$ cat src/rtl/alu_issue_stage.sv
// rtl/alu_issue_stage.sv - decode/issue stage feeding ALU operands and control through a 2-entry skid buffer
module alu_issue_stage #(
  parameter int DATA_WIDTH = 32
) (
  input  logic                  clk,
  input  logic                  rst_n,
  input  logic                  flush,
  input  logic                  in_valid,
  output logic                  in_ready,
  input  logic [31:0]           in_instr,
  input  logic [DATA_WIDTH-1:0] in_pc,
  output logic [4:0]            rs1_addr,
  output logic [4:0]            rs2_addr,
  input  logic [DATA_WIDTH-1:0] rs1_data,
  input  logic [DATA_WIDTH-1:0] rs2_data,
  output logic                  out_valid,
  input  logic                  out_ready,
  output logic [DATA_WIDTH-1:0] out_op1,
  output logic [DATA_WIDTH-1:0] out_op2,
  output logic [3:0]            out_ctrl,
  output logic [4:0]            out_rd,
  output logic                  out_we,
  output logic                  out_branch,
  output logic [DATA_WIDTH-1:0] out_target,
  output logic                  out_illegal
);

  localparam logic [6:0] OPC_OP     = 7'b0110011;
  localparam logic [6:0] OPC_OP_IMM = 7'b0010011;
  localparam logic [6:0] OPC_BRANCH = 7'b1100011;
  localparam logic [6:0] OPC_LUI    = 7'b0110111;
  localparam logic [6:0] OPC_AUIPC  = 7'b0010111;

  typedef struct packed {
    logic [DATA_WIDTH-1:0] op1;
    logic [DATA_WIDTH-1:0] op2;
    logic [3:0]            ctrl;
    logic [4:0]            rd;
    logic                  we;
    logic                  branch;
    logic [DATA_WIDTH-1:0] target;
    logic                  illegal;
  } entry_t;

  logic [6:0] opcode;
  logic [2:0] funct3;
  logic [6:0] funct7;
  logic [4:0] rd_field;

  logic [DATA_WIDTH-1:0] imm_i;
  logic [DATA_WIDTH-1:0] imm_b;
  logic [DATA_WIDTH-1:0] imm_u;

  entry_t dec;
  logic   legal;
  logic   writes_rd;

  entry_t main_q;
  entry_t skid_q;
  logic   main_valid;
  logic   skid_valid;
  logic   accept;
  logic   retire;

  assign opcode   = in_instr[6:0];
  assign funct3   = in_instr[14:12];
  assign funct7   = in_instr[31:25];
  assign rd_field = in_instr[11:7];
  assign rs1_addr = in_instr[19:15];
  assign rs2_addr = in_instr[24:20];

  assign imm_i = {{(DATA_WIDTH-12){in_instr[31]}}, in_instr[31:20]};
  assign imm_b = {{(DATA_WIDTH-13){in_instr[31]}}, in_instr[31], in_instr[7],
                  in_instr[30:25], in_instr[11:8], 1'b0};
  assign imm_u = {in_instr[31:12], 12'b0};

  always_comb begin
    dec       = '0;
    dec.rd    = rd_field;
    legal     = 1'b1;
    writes_rd = 1'b0;
    case (opcode)
      OPC_OP: begin
        dec.op1   = rs1_data;
        dec.op2   = rs2_data;
        dec.ctrl  = {funct7[5], funct3};
        writes_rd = 1'b1;
        legal     = (funct7 == 7'h00) ||
                    ((funct7 == 7'h20) && ((funct3 == 3'b000) || (funct3 == 3'b101)));
      end
      OPC_OP_IMM: begin
        dec.op1   = rs1_data;
        dec.op2   = imm_i;
        writes_rd = 1'b1;
        // Only the right shift carries an arithmetic/logical selector in funct7.
        if (funct3 == 3'b101) begin
          dec.ctrl = {funct7[5], funct3};
          legal    = (funct7 == 7'h00) || (funct7 == 7'h20);
        end else begin
          dec.ctrl = {1'b0, funct3};
          legal    = (funct3 != 3'b001) || (funct7 == 7'h00);
        end
      end
      OPC_BRANCH: begin
        dec.op1    = rs1_data;
        dec.op2    = rs2_data;
        dec.ctrl   = {1'b0, funct3};
        dec.branch = 1'b1;
        dec.target = in_pc + imm_b;
        legal      = (funct3 != 3'b010) && (funct3 != 3'b011);
      end
      OPC_LUI: begin
        dec.op2   = imm_u;
        writes_rd = 1'b1;
      end
      OPC_AUIPC: begin
        dec.op1   = in_pc;
        dec.op2   = imm_u;
        writes_rd = 1'b1;
      end
      default: legal = 1'b0;
    endcase

    dec.we = writes_rd && (rd_field != 5'd0);

    // Illegal encodings still issue with a neutral payload so execute can trap on them.
    if (!legal) begin
      dec.op1     = '0;
      dec.op2     = '0;
      dec.ctrl    = 4'b0000;
      dec.we      = 1'b0;
      dec.branch  = 1'b0;
      dec.target  = '0;
      dec.illegal = 1'b1;
    end
  end

  assign in_ready = !skid_valid;
  assign accept   = in_valid && in_ready;
  assign retire   = main_valid && out_ready;

  always_ff @(posedge clk or negedge rst_n) begin
    if (!rst_n) begin
      main_valid <= 1'b0;
      skid_valid <= 1'b0;
      main_q     <= '0;
      skid_q     <= '0;
    end else if (flush) begin
      main_valid <= 1'b0;
      skid_valid <= 1'b0;
    end else if (!main_valid || retire) begin
      if (skid_valid) begin
        main_q     <= skid_q;
        main_valid <= 1'b1;
        skid_valid <= accept;
        if (accept) begin
          skid_q <= dec;
        end
      end else begin
        main_valid <= accept;
        if (accept) begin
          main_q <= dec;
        end
      end
    end else if (accept) begin
      skid_q     <= dec;
      skid_valid <= 1'b1;
    end
  end

  assign out_valid   = main_valid;
  assign out_op1     = main_q.op1;
  assign out_op2     = main_q.op2;
  assign out_ctrl    = main_q.ctrl;
  assign out_rd      = main_q.rd;
  assign out_we      = main_q.we;
  assign out_branch  = main_q.branch;
  assign out_target  = main_q.target;
  assign out_illegal = main_q.illegal;

endmodule

$ cat config.mk
export PLATFORM = sky130hd
export DESIGN_NAME = alu_issue_stage
export DESIGN_NICKNAME = d
export VERILOG_FILES = /design/src/rtl/alu_issue_stage.sv
export SDC_FILE = /design/constraint.sdc
export NUM_CORES = 1
export LEC_CHECK = 0
export CELL_PAD_IN_SITES_DETAIL_PLACEMENT = 0
export CELL_PAD_IN_SITES_GLOBAL_PLACEMENT = 2
export CORE_MARGIN = 10
export CORE_UTILIZATION = 28
export CTS_BUF_LIST = sky130_fd_sc_hd__clkbuf_4 sky130_fd_sc_hd__clkbuf_8
export CTS_CLUSTER_SIZE = 12
export DETAILED_ROUTE_END_ITERATION = 7
export GPL_TIMING_DRIVEN = 0
export HOLD_SLACK_MARGIN = 0.05
export PLACE_DENSITY = 0.76
export RECOVER_POWER = 50
export SLEW_MARGIN = 20
export SYNTH_ARGS = -nofsm -noshare
export SYNTH_HDL_FRONTEND = slang
export SYNTH_SLANG_ARGS = --single-unit
export TNS_END_PERCENT = 1
$ cat constraint.sdc
create_clock -name clk -period 2.1 [get_ports clk]
set_clock_uncertainty 0.2 [all_clocks]
set_input_delay 0.315 -clock clk [delete_from_list [all_inputs] [get_ports clk]]
set_output_delay 0.315 -clock clk [all_outputs]
set_load 0.05 [all_outputs]
; ---- Word-level counts from Yosys, hierarchy flattened
; Cells that the tools add are included.
[classes]
mux = 22
eq_ne = 11
shift = 0
div_mod_pow = 0
bitwise = 1
n_lt_le_gt_ge = 0
add_sub_neg = 1
n_reduce_logical = 24
mul = 0
[ops]
columns = op, n
row1 = $mux 108, 5
row2 = $pmux 32 s3, 1
row3 = $mux 68, 1
row4 = $pmux 32 s2, 1
row5 = $mux 35, 1
row6 = $mux 33, 1
row7 = $add 32x32->32, 1
row8 = $eq 7x6->1 const B, 3
row9 = $eq 7x5->1 const B, 2
row10 = $pmux 4 s3, 1
row11 = $mux 1, 9
row12 = $eq 7x7->1 const B, 1
row13 = $logic_not 7->1, 1
row14 = $ne 3x2->1 const B, 2
row15 = $logic_and 1x1->1, 5
row16 = $logic_or 1x1->1, 5
row17 = $reduce_bool 5->1, 1
row18 = $mux 4, 1
row19 = $pmux 1 s4, 1
row20 = $reduce_bool 2->1, 2
row21 = $reduce_or 2->1, 2
row22 = $reduce_or 4->1, 1
row23 = $eq 3x3->1 const B, 1
row24 = $logic_not 3->1, 1
row25 = 8 further kinds, 9
[word_totals]
word_cells = 77
latchBits = 0
register_bits = 218
memories = 0
inputBits = 133
romBits = 0
ram_bits = 0
out_inout_bits = 120

; ---- Logic depth before layout (Yosys ltp)
[logic_depth]
depth_word = 9
ltp_mapped = 11
depth_no_buf = 11

; ---- Least setup slack after synthesis
; Ideal clock, no wire load.
[synth_timing]
kind = input -> register
startpoint = input in_instr[7]
endpoint = register main_q (netlist bit out_target[30])
path_buffers = 0
arrival_ns = 2.291
path_slack_ns = -0.469
setup_ns = 0.077
required_ns = 1.823
cell_stages = 9
cell_sequence = ha_1 a21oi_2 a21oi_1 a211oi_2 nand3_1 a31o_1 and3_4 or4_1 a21oi_1
[synth_between]
elab_chain_len = 5
[synth_lines]
columns = item, line_no
row1 = from (decl), 10  ; input logic [31:0] in_instr,
row2 = $add 32x32->32, 109  ; dec.target = in_pc + imm_b;
row3 = $mux 33, 82  ; case (opcode)
row4 = $mux 35, 127  ; if (!legal) begin
row5 = $mux 108, 161  ; if (accept) begin
row6 = $mux 108, 152  ; if (skid_valid) begin
row7 = to (signal assigned), 153  ; main_q <= skid_q;
row8 = to (decl), 58  ; entry_t main_q;
; No other way between the ends. The select of a mux whose other input is x is not followed.
; A chain may end at the register's enable or synchronous reset.

; ---- Worst setup path in the final report
[layout_timing]
startpoint = input in_instr[28]
endpoint = register main_q (netlist bit out_target[30])
[layout_between]
elab_chain_len = 7
word_cells_on_any_way = 13
classes_between = add/sub: 1 / eq/ne: 1 / mux: 6 / reduce/logical: 5
[layout_lines]
columns = item, line_no
row1 = "parallel branches: the longest is 4 deep, another holds $add 32x32->32", -
row2 = $mux 35 (*), 127
row3 = $mux 108 (*), 161
row4 = $mux 108 (*), 152
; Every way passes the cells marked *. The select of a mux whose other input is x is not followed.

==> run_results.csv <==
group,metric,value,unit
timing,worst_slew_pin_slew,1350,ps
routing,viasPerCell,5.21,
setup_path,ff2ff_setup_slack,-90,ps
setup_path,path_buf_inv,1,
final_layout,multi_input_area,6660,um^2
global_route,grt.total_usage,20.2,%
setup_path,r2r_end,"out_op1[10]",
timing,fin_setup_tns,-3030,ps
synth,synth_cell_type_count,56,
synth,synth_nets,1537,
synth,synth_commonest_cells,"nand2_1, dfrtp_1, a21oi_1, o21ai_0, clkbuf_1",
synth,synth_seq_cells,218,
global_route,grt_pass1_wl,78.3,mm
routing,routed_wl,52.5,mm
global_route,top_usage_layer,"met2",
power_and_ir_drop,peakVddDrop,0.000424,V
setup_path,critPathLaunchType,"primary input",
routing,drt_iter0_drc,858,
setup_path,critPathKind,"in2reg",
placed_design,gp_congestion,0.826,
setup_path,cp.depth,10,
clocking,cts.clk_slew.worst_paths,60,ps
floorplanning,dieArea,51100,um^2
global_route,met1_usage,27.4,%
hold_path,holdPathStages,5,
timing,finalHoldViolCount,0,
timing,grt_setup_unrepaired,"true",
clocking,root_buffer,"clkbuf_8",
outcome,outcome,"complete, but fails checks",
floorplanning,initial_utilization,28.3,%
timing,slew_violations,0,
setup_path,cp_data_required_time,2430,ps
final_layout,final_area,17100,um^2
synth,synth_warnings,0,
floorplanning,fp.dieH,226,um
final_layout,final_nets,1872,
placed_design,dp_hpwl,39.8,mm
clocking,clock_latency,600,ps
timing,setup_violations,48,
global_route,met2_usage,31.9,%
setup_path,rr_worst_depth,5,
routing,drt_pre_antenna_iters,7,
power_and_ir_drop,power_leakage,7.68,nW
hold_path,hp-class,"in2reg",
power_and_ir_drop,powerDensity,628,nW/um^2
routing,routed-via-count,11848,
hold_path,min_to,"skid_q[34]",
floorplanning,die_width,226,um
timing,worst_slack,-214,ps
final_layout,fillers,4265,
timing,period_minus_slack,2310,ps
floorplanning,core,41900,um^2
clocking,htree_levels,2,
timing,slew-limit-headroom,10.2,%
synth,synthTopCellsByArea,"dfrtp_1, nand2_1, a21oi_1",
routing,route.detailed.drc,0,
hold_path,worstHoldStart,"in_instr[8]",
synth,yosysTopAreaCell,"dfrtp_1",
final_layout,drive_above_1_share,19.3,%
synth,syn_avg_cell_area,8.66,um^2
global_route,first_global_vias,12084,
synth,ys_seq_area_share,45.9,%
clocking,cts_buffer_depth,3,
final_layout,area_growth,43.4,%
setup_path,critPathSlowestCell,"or4_4",
final_layout,seqCellArea,5460,um^2
setup_path,cp_cell_sequence,"clkdlybuf4s15_2 > ha_4 > nand2_1 > o211ai_4 > a211oi_2 > nand3_1 > a31o_1 > and3_4 > or4_4 > a21oi_2",
synth,synthDominantCellAreaShare,45.9,%
placed_design,placed_cell_area,15300,um^2
clocking,numClockSinks,218,
outcome,violations,"setup timing",
global_route,overflow,0,
clocking,tritoncts,"built",
floorplanning,rows,75,
timing,fin_crit_sh,110,%
setup_path,crit_family,"simple AND/OR/NAND/NOR gates",
synth,synth_cells,1373,
synth,syn_area,11900,um^2
global_route,antenna_found_initial,5,
synth,synthFlopType,"dfrtp_1",
synth,yosysMostFrequentCell,"nand2_1",
setup_path,arrival,2640,ps
synth,synthArstFlopShare,100,%
placed_design,io_buffers,251,
timing,max_freq,0.432,GHz
setup_path,crit_start,"in_instr[28]",
synth,synth_edf_count,0,
setup_path,setup.worst_path.end_class,"flop",
routing,wire_per_inst,23.1,um
setup_path,r2r-start,"skid_valid",
setup_path,critPathMaxStageDelay,520,ps
clocking,cts-buffers-inserted,42,
global_route,grt_max_degree,86,
floorplanning,ios,253,
global_route,grtUsageMet3,4.32,%
job,max_cap_violations,0,
setup_path,critPathMaxFanout,6,
routing,ant_nets,0,
## state kept, by name (all words and copies together) (netlist names)
register	flops
out_op2	32
out_op1	32
out_valid	1
out_branch	1
out_rd	5
out_target	32
skid_q	108
out_we	1
skid_valid	1
out_illegal	1
out_ctrl	4
## per-stage QoR
step	setup slack (ps)	utilization (%)	hold slack, ps	instances	total power, W
2_1_floorplan	-344	-	-181	1373	0.00547
3_3_place_gp	-9600	36.3	254	2163	0.00638
3_5_place_dp	-2100	36.5	-102	2166	0.00640
4_1_cts	-247	39.7	54.2	2254	0.0107
5_1_grt	-269	40.7	58.8	2274	0.0112
6_report	-214	40.7	37.6	2274	0.0107
## per-layer routing
metal / share of wire, % / up-vias
met4: 1.6 / 0
li1: - / 5611
met2: 47 / 324
met3: 5.8 / 62
met1: 46 / 5851
met5: 0 / -
## area by class of cell
| class | count | area share, % |
|---|---|---|
| buffer | 114 | 4.23 |
| tap | 539 | 3.95 |
| clock inverter | 7 | 0.220 |
| multi-input combinational | 1032 | 39.0 |
| antenna | 2 | 0.0293 |
| timing repair buffer | 292 | 15.8 |
| clock buffer | 62 | 4.53 |
| sequential | 218 | 32.0 |
| inverter | 8 | 0.213 |
## repair_timing
item                                   in CTS  in global routing
setup endpoints to repair                 336                210
cloned                                      0                  0
pin swaps                                  18                 29
endpoints found under the hold margin     221                  7
hold buffers                               10                  7
resized for setup                         362                168
setup buffers                              10                 11
## worst register-to-register path: cells and delay by family, from the launching register on
| family | cells | cell delay [ps] |
|---|---|---|
| buffers and inverters | 2 | 940 |
| DFF | 1 | 480 |
| AOI/OAI and AO/OA | 3 | 400 |
## worst max-delay path by stage
stage / end / slack, ps
global route: skid_q[32] / -270
floorplan: out_target[21] / -340
global placement: out_op2[5] / -9600
CTS: out_target[30] / -250
detailed placement: out_target[0] / -2100
finish: out_target[30] / -210
## layout by cell type, fill, tap and decap left out, types with 7 or more instances in the layout
cell             instances
nand2_1                293
dfrtp_1                217
a21oi_1                120
dlygate4sd2_1          105
o21ai_0                101
clkdlybuf4s50_1         94
nor2_1                  66
a21o_1                  63
clkbuf_8                55
a211oi_1                53
buf_4                   50
clkbuf_2                45
clkbuf_1                30
o21ai_1                 30
a311oi_1                30
clkbuf_4                28
ha_4                    20
o31ai_1                 17
dlygate4sd3_1           17
a22o_1                  15
a211oi_2                14
xor2_1                  13
buf_2                   12
and3_1                  12
xnor2_1                 11
o211ai_1                10
a21oi_2                 10
o21a_1                  10
or3_1                    9
clkdlybuf4s15_1          9
mux2i_1                  8
nor3_1                   8
a311oi_2                 8
ha_1                     8
buf_6                    7
a21oi_4                  7
nand3_1                  7
## logic make-up (layout without fill, tap and decap cells)
family,count (synthesis),count (layout),synth area share [%]
compound gates,522,522,28.0
simple gates,439,439,15.3
flops,218,218,45.9
buf+inv,123,483,4.33
fa+ha+maj,31,31,3.33
xor+xnor,25,25,1.84
mux,15,15,1.32
other cells,0,2,0
## where the power goes
group | internal [W] | leakage [nW] | switching (W)
registers | 0.00431 | 2.99 | 0.0000609
clock network | 0.00233 | 0.436 | 0.00189
logic | 0.000814 | 4.25 | 0.00131
total | 0.00746 | 7.68 | 0.00326
No activity file was read; power rests on OpenSTA's default activity.
